==> src/rtl/inst_prefetch_queue.sv <==
// inst_prefetch_queue: DEPTH-deep instruction prefetch queue with credit-limited issue and redirect discard
module inst_prefetch_queue #(
  parameter int DEPTH = 4,
  parameter int ADDR_WIDTH = 32,
  parameter int INST_WIDTH = 32,
  parameter logic [ADDR_WIDTH-1:0] RESET_PC = '0
) (
  input  logic                  CLK,
  input  logic                  RST,
  input  logic                  EXEC,
  input  logic                  STALL,
  input  logic                  FLUSH,
  input  logic [ADDR_WIDTH-1:0] NEW_PC,
  output logic                  MEM_RREQ,
  output logic [ADDR_WIDTH-1:0] MEM_RADDR,
  input  logic                  MEM_RREADY,
  input  logic                  MEM_RVALID,
  input  logic [INST_WIDTH-1:0] MEM_RDATA,
  output logic                  INST_VALID,
  output logic [INST_WIDTH-1:0] INST,
  output logic [ADDR_WIDTH-1:0] PC,
  output logic                  MEM_WAIT
);
  localparam int PW = $clog2(DEPTH);
  localparam int CW = PW + 1;
  logic [INST_WIDTH-1:0] inst_q [DEPTH];
  logic [ADDR_WIDTH-1:0] pc_q [DEPTH];
  logic [PW-1:0] rd_ptr, wr_ptr;
  logic [CW-1:0] count, outstanding, discard;
  logic [CW+1:0] credits;
  logic [ADDR_WIDTH-1:0] fetch_pc, resp_pc;
  logic issue, push, pop, drop;
  assign credits = {2'b0, count} + {2'b0, outstanding} + {2'b0, discard};
  assign MEM_RREQ = EXEC & ~FLUSH & ~RST & (credits < (CW+2)'(DEPTH));
  assign MEM_RADDR = fetch_pc;
  assign issue = MEM_RREQ & MEM_RREADY;
  assign drop = MEM_RVALID & (discard != '0);
  assign push = MEM_RVALID & (discard == '0) & ~FLUSH & ~RST;
  assign INST_VALID = count != '0;
  assign pop = INST_VALID & ~STALL & ~FLUSH;
  assign INST = INST_VALID ? inst_q[rd_ptr] : '0;
  assign PC = INST_VALID ? pc_q[rd_ptr] : '0;
  assign MEM_WAIT = EXEC & ~INST_VALID;
  always_ff @(posedge CLK) begin
    if (push) begin
      inst_q[wr_ptr] <= MEM_RDATA;
      pc_q[wr_ptr] <= resp_pc;
    end
  end
  always_ff @(posedge CLK) begin
    if (RST) begin
      rd_ptr <= '0;
      wr_ptr <= '0;
      count <= '0;
      outstanding <= '0;
      discard <= '0;
      fetch_pc <= RESET_PC;
      resp_pc <= RESET_PC;
    end else if (FLUSH) begin
      rd_ptr <= '0;
      wr_ptr <= '0;
      count <= '0;
      outstanding <= '0;
      discard <= discard + outstanding - CW'(MEM_RVALID);
      fetch_pc <= NEW_PC;
      resp_pc <= NEW_PC;
    end else begin
      if (issue) fetch_pc <= fetch_pc + ADDR_WIDTH'(4);
      if (push) begin
        wr_ptr <= wr_ptr + PW'(1);
        resp_pc <= resp_pc + ADDR_WIDTH'(4);
      end
      if (pop) rd_ptr <= rd_ptr + PW'(1);
      count <= count + CW'(push) - CW'(pop);
      outstanding <= outstanding + CW'(issue) - CW'(push);
      discard <= discard - CW'(drop);
    end
  end
endmodule

==> config.mk <==
export PLATFORM = sky130hd
export DESIGN_NAME = inst_prefetch_queue
export DESIGN_NICKNAME = d
export VERILOG_FILES = /design/src/rtl/inst_prefetch_queue.sv
export SDC_FILE = /design/constraint.sdc
export NUM_CORES = 1
export LEC_CHECK = 0
export ABC_AREA = 1
export BUFFER_PORTS_ARGS = -buffer_cell sky130_fd_sc_hd__buf_4
export CELL_PAD_IN_SITES_DETAIL_PLACEMENT = 2
export CELL_PAD_IN_SITES_GLOBAL_PLACEMENT = 2
export CORE_MARGIN = 4
export CORE_UTILIZATION = 33
export CTS_BUF_LIST = sky130_fd_sc_hd__clkbuf_16
export DETAILED_ROUTE_END_ITERATION = 10
export PLACE_DENSITY = 0.79
export REMOVE_ABC_BUFFERS = 1
export SLEW_MARGIN = 10
export SYNTH_ARGS = -nofsm -noshare
export SYNTH_HDL_FRONTEND = slang
export SYNTH_SLANG_ARGS = --single-unit
export TNS_END_PERCENT = 5
==> constraint.sdc <==
create_clock -name CLK -period 4.36 [get_ports CLK]
set_input_delay 0.436 -clock CLK [delete_from_list [all_inputs] [get_ports CLK]]
set_output_delay 0.436 -clock CLK [all_outputs]
set_load 0.03 [all_outputs]
==> results of run 1 <==
## final timing paths
| path | endpoint | startpoint | cells past startpoint | slack, ps |
|---|---|---|---|---|
| max | outstanding[2] | count[1] | 15 | 820 |
| min | inst_q[0][29] | MEM_RDATA[29] | 1 | 80 |
| max reg2reg | outstanding[2] | count[1] | 15 | 820 |
| min reg2reg | MEM_RADDR[0] | MEM_RADDR[0] | 2 | 480 |
## worst max-delay path, delay by kind of cell (launching register included)
family | cells | cell delay (ps)
simple gates | 4 | 630
buf+inv | 3 | 210
flops | 1 | 440
compound gates | 3 | 460
fa+ha+maj | 5 | 1750
## final cells by class
| class | instances | area share (%) |
|---|---|---|
| sequential | 335 | 50.47 |
| multi-input combinational | 1127 | 28.95 |
| timing repair buffer | 187 | 7.844 |
| clock buffer | 39 | 5.311 |
| tap | 600 | 4.085 |
| inverter | 99 | 2.043 |
| clock inverter | 31 | 1.300 |
## cells by family after synthesis
group | count (synthesis) | share of synthesized area [%]
compound gates | 308 | 10.49
xor+xnor | 16 | 0.9183
fa+ha+maj | 23 | 2.181
buf+inv | 172 | 4.632
flops | 335 | 60.74
simple gates | 780 | 21.04
## where the power goes
part / leakage (nW) / switching, mW / internal, mW
Combinational: 3.27 / 0.485 / 0.255
Sequential: 2.99 / 0.130 / 3.56
Clock: 0.617 / 1.35 / 1.82
## per-stage QoR
stage	area, um^2	setup slack (ps)	hold slack [ps]	power [mW]	util (%)
4_1_cts	18380	757.2	55.02	7.690	40.32
2_1_floorplan	14930	-1432	435.6	4.131	-
6_report	18380	817.2	80.89	7.592	40.32
3_5_place_dp	17160	838.3	470.8	4.495	37.65
3_3_place_gp	17160	939.0	445.6	4.440	37.65
5_1_grt	18380	576.4	63.67	7.903	40.32
## per-layer routing
metal	track usage (%)	up-vias	part of all wire, %
li1	-	5810	-
met1	25.59	6357	42
met2	36.94	252	51
met3	3.066	62	4.2
met4	5.289	0	2.2
met5	0	-	0
## cell usage after synthesis (2+ instances only)
cell type | number | area (um^2)
a21boi_0 | 3 | 22.52
a21oi_1 | 114 | 570.6
a31oi_1 | 3 | 18.77
buf_1 | 12 | 45.04
buf_2 | 2 | 10.01
buf_4 | 3 | 22.52
buf_6 | 6 | 67.56
clkbuf_1 | 50 | 187.7
dfxtp_1 | 79 | 1582
edfxtp_1 | 256 | 7687
fa_1 | 6 | 120.1
ha_1 | 17 | 212.7
inv_1 | 93 | 349.1
inv_2 | 4 | 15.01
nand2_1 | 291 | 1092
nand3_1 | 68 | 340.3
nand3_2 | 3 | 30.03
nand3b_1 | 16 | 120.1
nand4_1 | 8 | 50.05
nor2_1 | 370 | 1389
nor2_4 | 4 | 45.04
nor3_1 | 12 | 60.06
nor3_2 | 2 | 20.02
o211ai_1 | 4 | 30.03
o21a_1 | 4 | 30.03
o21ai_0 | 164 | 820.8
o21ai_1 | 7 | 35.03
o21bai_1 | 3 | 22.52
o22ai_1 | 2 | 12.51
or2_2 | 2 | 12.51
xnor2_1 | 8 | 70.07
xor2_1 | 8 | 70.07
## registers in the layout, summed over array words and instances (netlist names), named ones only
register	cells
count	3
resp_pc	32
outstanding	3
wr_ptr	2
pc_q	128
rd_ptr	2
inst_q	128
MEM_RADDR	32
discard	3
==> run summary, run 1 <==
Maximum number of pins on one net before global-route repair = 75
Global-route wire length before repair = 80430 um
Sequential share of the synthesized area = 60.74%
Total negative setup slack = 0 ps
Boundary Pins = 170
Final Wtd Congestion = 0.8159
Setup Viol. Count Final = 0
Required time at the worst-slack endpoint = 4840 ps
Starting density of the core = 33.48%
Result of the run = complete, no violations
Sequential cell area in the final layout = 9274 um^2
Worst slew margin relative to its limit = 32.53%
DRC errors left = 0
Number of unique standard cell types used by synthesis = 42
Buffer count from post-CTS setup fixing = 0
Type of the worst setup path = flop to flop
Number of buffer cells added on primary ports = 169
Placed Instances = 2348
Post-synth ARST share = 0%
Worst vdd ir = 0.2079 mV
Number of inserted diodes = 0
Nets@finish = 1883
Half-perimeter wire length of the detailed placement result = 33930 um
Clock Sink Count = 335
RSZ-0062 raised after global routing = false
Slowest Stage Delay on Critical Path = 530 ps
Height of the die = 223.0 um
CTS Buf Count = 39
Number of antenna violations at the first check in global routing = 0
Count of H-tree levels built during CTS = 2
Number of flops mapped to enable cells by yosys = 256
Pre-Repair DR Iteration Count = 5
Period minus WS final = 3543 ps
Kind of capture point of the worst setup path = flop
Leak = 6.870 nW
Fmax = 282.3 MHz
# Max-Cap Violations = 0
Row count = 78
Power per standard cell area = 413.2 nW/um^2
Most frequent standard cell in the layout excluding fill and tap cells = nor2_1
Congestion Overflow GR = 0
Final Hold Viols = 0
Cell with the biggest individual delay on the critical path = fa_1
Total wire length = 52130 um
Post-layout instance count excluding filler cells = 2418
Vias post-DR = 12480
Area inside the core boundary = 45580 um^2
Violation count after the first detailed-route iteration = 791
Routed wirelength normalized by instance count = 21.56 um
Footprint of the multi-input gates = 5320 um^2
Critical-path maximum fanout = 4
Die width = 223.0 um
TritonCTS clock tree = yes
Mean Syn Cell Area = 9.340 um^2
Full die area = 49750 um^2
Layout cell share with drive strength beyond 1 = 14.85%
Total number of yosys warnings = 0
Clock Root Buffer = clkbuf_16
Via count of the first global-routing pass = 13850
Clk pin slew, worst setup/hold paths = 60 ps
Primary flip-flop cell chosen by synthesis mapping = edfxtp_1
Highest-count cells in the layout ignoring fill and taps = nor2_1, nand2_1, edfxtp_1
Remaining antenna violation count = 0
Yosys reg bits = 335
Number of gates resized after CTS = 0
Post-Synthesis Cell Area = 15260 um^2
Clock latency on the worst-skew pair = 560 ps
Clk buf depth = 3
Pins over their slew limit = 0
Worst Skew = 12.53 ps
Vias per std cell = 5.162
Transition time of the tightest slew-check pin = 1012 ps
Fillcell total = 4960
Ordered cell list for the critical path = inv_1 > fa_1 > a21oi_1 > fa_1 > nor2_1 > nand2_2 > a21oi_4 > nand3_4 > ha_1 > inv_1 > ha_1 > inv_1 > fa_1 > or2_2 > a21oi_1
Type of the worst min-delay path = primary input to flop
Overall fraction of global-route tracks in use = 20.43%
Period utilization = 81.26%
Area delta synth->final = 20.42%
Critical path launch point type = flop
Hold-fix buffers at CTS = 0
Worst path arrival time = 4030 ps
Synthesized instance count = 1634
Power figures use the tool's default switching activity.
==> run 2: changes to the inputs <==
ABC_AREA = 0   (was 1)
CORE_UTILIZATION = 35   (was 33)
PLACE_DENSITY = 0.74   (was 0.79)
clock period = 3.17 ns   (was 4.36 ns; I/O delays follow)
==> run 2 against run 1 <==
  * The run now ends with setup timing left
  * Global-route usage shrank 2.0 points
  * Final cell count shrank 27%
  * Clock power grew 30%
  * Sequential power grew 34%
  * First-iteration DRC count shrank 39%
  * Hold slack lost 46 ps
  * Core utilization grew 4.8 points
  * Flip-flop and latch count is the same
  * Non-clock buffer count grew 62
  * Design area shrank 1.7%
  * Maximum frequency grew 6.3%
  * Sequential share of layout area grew 0.94 points
  * Critical endpoint unchanged
  * Largest cell class unchanged
  * Largest power group unchanged
==> run summary, run 2 <==
Number of unique standard cell types used by synthesis = 63
Period minus WS final = 3334 ps
Failing checks = setup timing
Most numerous cell on the critical path = inv_2
Violation count after the first detailed-route iteration = 482
Required time at the worst-slack endpoint = 3590 ps
Clock latency on the worst-skew pair = 530 ps
Pins over their slew limit = 0
Cells on worst reg2reg path = 16
Clock Sink Count = 335
Global-route wire length before repair = 63060 um
Dominant cells by area after synthesis = edfxtp_1, dfxtp_1, mux4_2
Height of the die = 210.0 um
Type of the worst min-delay path = primary input to flop
Half-perimeter wire length of the detailed placement result = 27510 um
DRC errors left = 0
Largest registers ranked by flip-flop count = inst_q (128), pc_q (128)
Final Hold Viols = 0
Layout cell share with drive strength beyond 1 = 30.76%
Transition time of the tightest slew-check pin = 597.3 ps
Most frequent standard cell in the layout excluding fill and tap cells = edfxtp_1
Clk pin slew, worst setup/hold paths = 60 ps
Count of H-tree levels built during CTS = 2
Fmax = 299.9 MHz
Cell family contributing the most delay on the critical path = adder cells
Global routing met1 resource utilization = 24.89%
Maximum number of pins on one net before global-route repair = 66
CTS Buf Count = 39
Buffer and inverter count on the worst path = 4
Vias post-DR = 9258
Critical path depth = 16
Total negative setup slack = -482.0 ps
Critical-path maximum fanout = 2
End of the worst hold path = inst_q[3][14]
Post-Route Hold Slack = 35.22 ps
Fraction of post-synthesis cell area in the top cell type by area = 53.84%
Starting density of the core = 35.69%
Cell with the biggest individual delay on the critical path = fa_1
Row count = 73
Worst slew margin relative to its limit = 60.18%
Total wire length = 41120 um
TritonCTS clock tree = yes
Highest-count cells in the layout ignoring fill and taps = edfxtp_1, buf_4, nand2_1
Sequential share of the synthesized area = 64.91%
R2r startpoint = count[1]
Clk buf depth = 3
Hold Path Stages = 1
Pre-Repair DR Iteration Count = 4
Die width = 210.0 um
Mean Syn Cell Area = 14.83 um^2
Worst reg2reg endpoint = outstanding[2]
Number of inserted diodes = 0
Power per standard cell area = 550.5 nW/um^2
Routed wirelength normalized by instance count = 23.40 um
Primary flip-flop cell chosen by synthesis mapping = edfxtp_1
Overall fraction of global-route tracks in use = 18.43%
Period utilization = 105.2%
Post-layout instance count excluding filler cells = 1757
Critical path launch point type = flop
Number of antenna violations at the first check in global routing = 0
Placed Instances = 1652
Nets@finish = 1298
Type of the worst setup path = flop to flop
Slowest Stage Delay on Critical Path = 570 ps
Largest area contributor in the netlist = edfxtp_1
Kind of capture point of the worst setup path = flop
Via count of the first global-routing pass = 10270
Most common cell in the netlist = edfxtp_1
Clock Root Buffer = clkbuf_16
Result of the run = finished, violations left
Fraction of the core area covered by cells at the end of the flow = 45.14%
RSZ-0062 raised after global routing = true
Number of flops mapped to enable cells by yosys = 256
Full die area = 44090 um^2
Worst path arrival time = 3760 ps
Met2 track demand over resource in global routing = 31.69%
FF-to-FF setup slack = -160 ps
Ordered cell list for the critical path = inv_2 > fa_1 > nor2_2 > fa_1 > nor4b_4 > nand2_4 > nor2_8 > inv_2 > ha_4 > inv_2 > ha_4 > inv_2 > fa_2 > xnor2_2 > xnor2_1 > nor2_1
Busiest layer in global routing = met2
Post-Synthesis Cell Area = 14280 um^2
Worst Setup Slack, final = -164.2 ps
Number of buffer cells added on primary ports = 169
Congestion Overflow GR = 0
Leak = 6.264 nW
Vias per std cell = 5.269
Synthesized instance count = 963
Setup Viol. Count Final = 6
Final Wtd Congestion = 0.8140
Commonest cells in the netlist = edfxtp_1, dfxtp_1, and2_1, nand2_1, mux4_2
Area inside the core boundary = 40010 um^2
# Max-Cap Violations = 0
Worst Skew = 20.68 ps
Worst vdd ir = 0.3025 mV
Post-synth ARST share = 0%
Total number of yosys warnings = 0
Total design power = 9.942 mW
Fillcell total = 3874
Met3 Usage GRT = 2.992%
Boundary Pins = 170
Startpoint of the lowest-slack hold path = MEM_RDATA[14]
Area delta synth->final = 26.47%
Remaining antenna violation count = 0
Yosys reg bits = 335
==> run 2: cell count changes in the layout (fill, tap and decap cells not counted), moves of 30 or more <==
| cell | previous run | this run |
|---|---|---|
| inv_1 | 97 | 29 |
| nand2_1 | 291 | 73 |
| nand3_1 | 68 | 17 |
| and2_1 | 0 | 72 |
| mux4_2 | 0 | 64 |
| a21oi_1 | 114 | 31 |
| nor2_1 | 366 | 30 |
| dlygate4sd3_1 | 0 | 30 |
| o21ai_0 | 164 | 10 |
==> run 2: cell families (layout without fill, tap and decap cells) <==
kind of cell / Yosys count / in the layout / share of synthesized area, %
buffers and inverters: 78 / 347 / 2.191
adder cells (fa/ha/maj): 23 / 23 / 2.331
multiplexers: 68 / 68 / 10.38
XOR/XNOR: 39 / 39 / 2.392
AND/OR/NAND/NOR: 302 / 302 / 12.08
flip-flops: 335 / 335 / 64.91
AO/OA/AOI/OAI: 118 / 118 / 5.705
==> run 2: how the worst max path moves through the flow <==
stage                     slack [ps]  startpoint        endpoint
after floorplan                 -780        flop         INST[0]
after global placement          -280    count[2]  outstanding[2]
after detailed placement        -380    count[2]  outstanding[2]
after CTS                       -230  discard[2]  outstanding[2]
after global routing            -260    count[1]  outstanding[2]
final                           -160    count[1]  outstanding[2]
==> run 2: final cells by class <==
cell class | count | area, um^2 | area share (%)
Clock buffer | 39 | 975.9 | 5.404
Inverter | 29 | 108.9 | 0.6028
Timing Repair Buffer | 249 | 2086 | 11.55
Tap cell | 525 | 656.9 | 3.637
Sequential cell | 335 | 9284 | 51.41
Multi-Input combinational cell | 550 | 4770 | 26.41
Clock inverter | 30 | 177.7 | 0.9839
==> run 2: stage by stage <==
| stage | area, um^2 | setup slack, ps |
|---|---|---|
| 4_1_cts | 18020 | -225.3 |
| 6_report | 18060 | -164.2 |
| 2_1_floorplan | 14070 | -783.0 |
| 3_3_place_gp | 16480 | -277.4 |
| 3_5_place_dp | 16480 | -376.5 |
| 5_1_grt | 18060 | -263.2 |
==> run 2: report_power, final <==
part | internal [mW] | switching [mW]
clock | 2.38 | 1.74
sequential | 4.84 | 0.125
combinational | 0.376 | 0.480
total | 7.60 | 2.34
==> run 2: layer usage <==
metal | part of all wire [%] | wire length, um
met1 | 44 | 18200
met2 | 50 | 20440
met3 | 4.2 | 1735
met4 | 1.8 | 732
met5 | 0 | 0
==> run 2: what timing repair did <==
item                       4_1_cts  5_1_grt
setup endpoints to repair        8       16
pin swaps                       15       17
hold endpoints to repair       120        0
buffers inserted                 5        2
resized for setup               20        8
hold buffers                    30        0
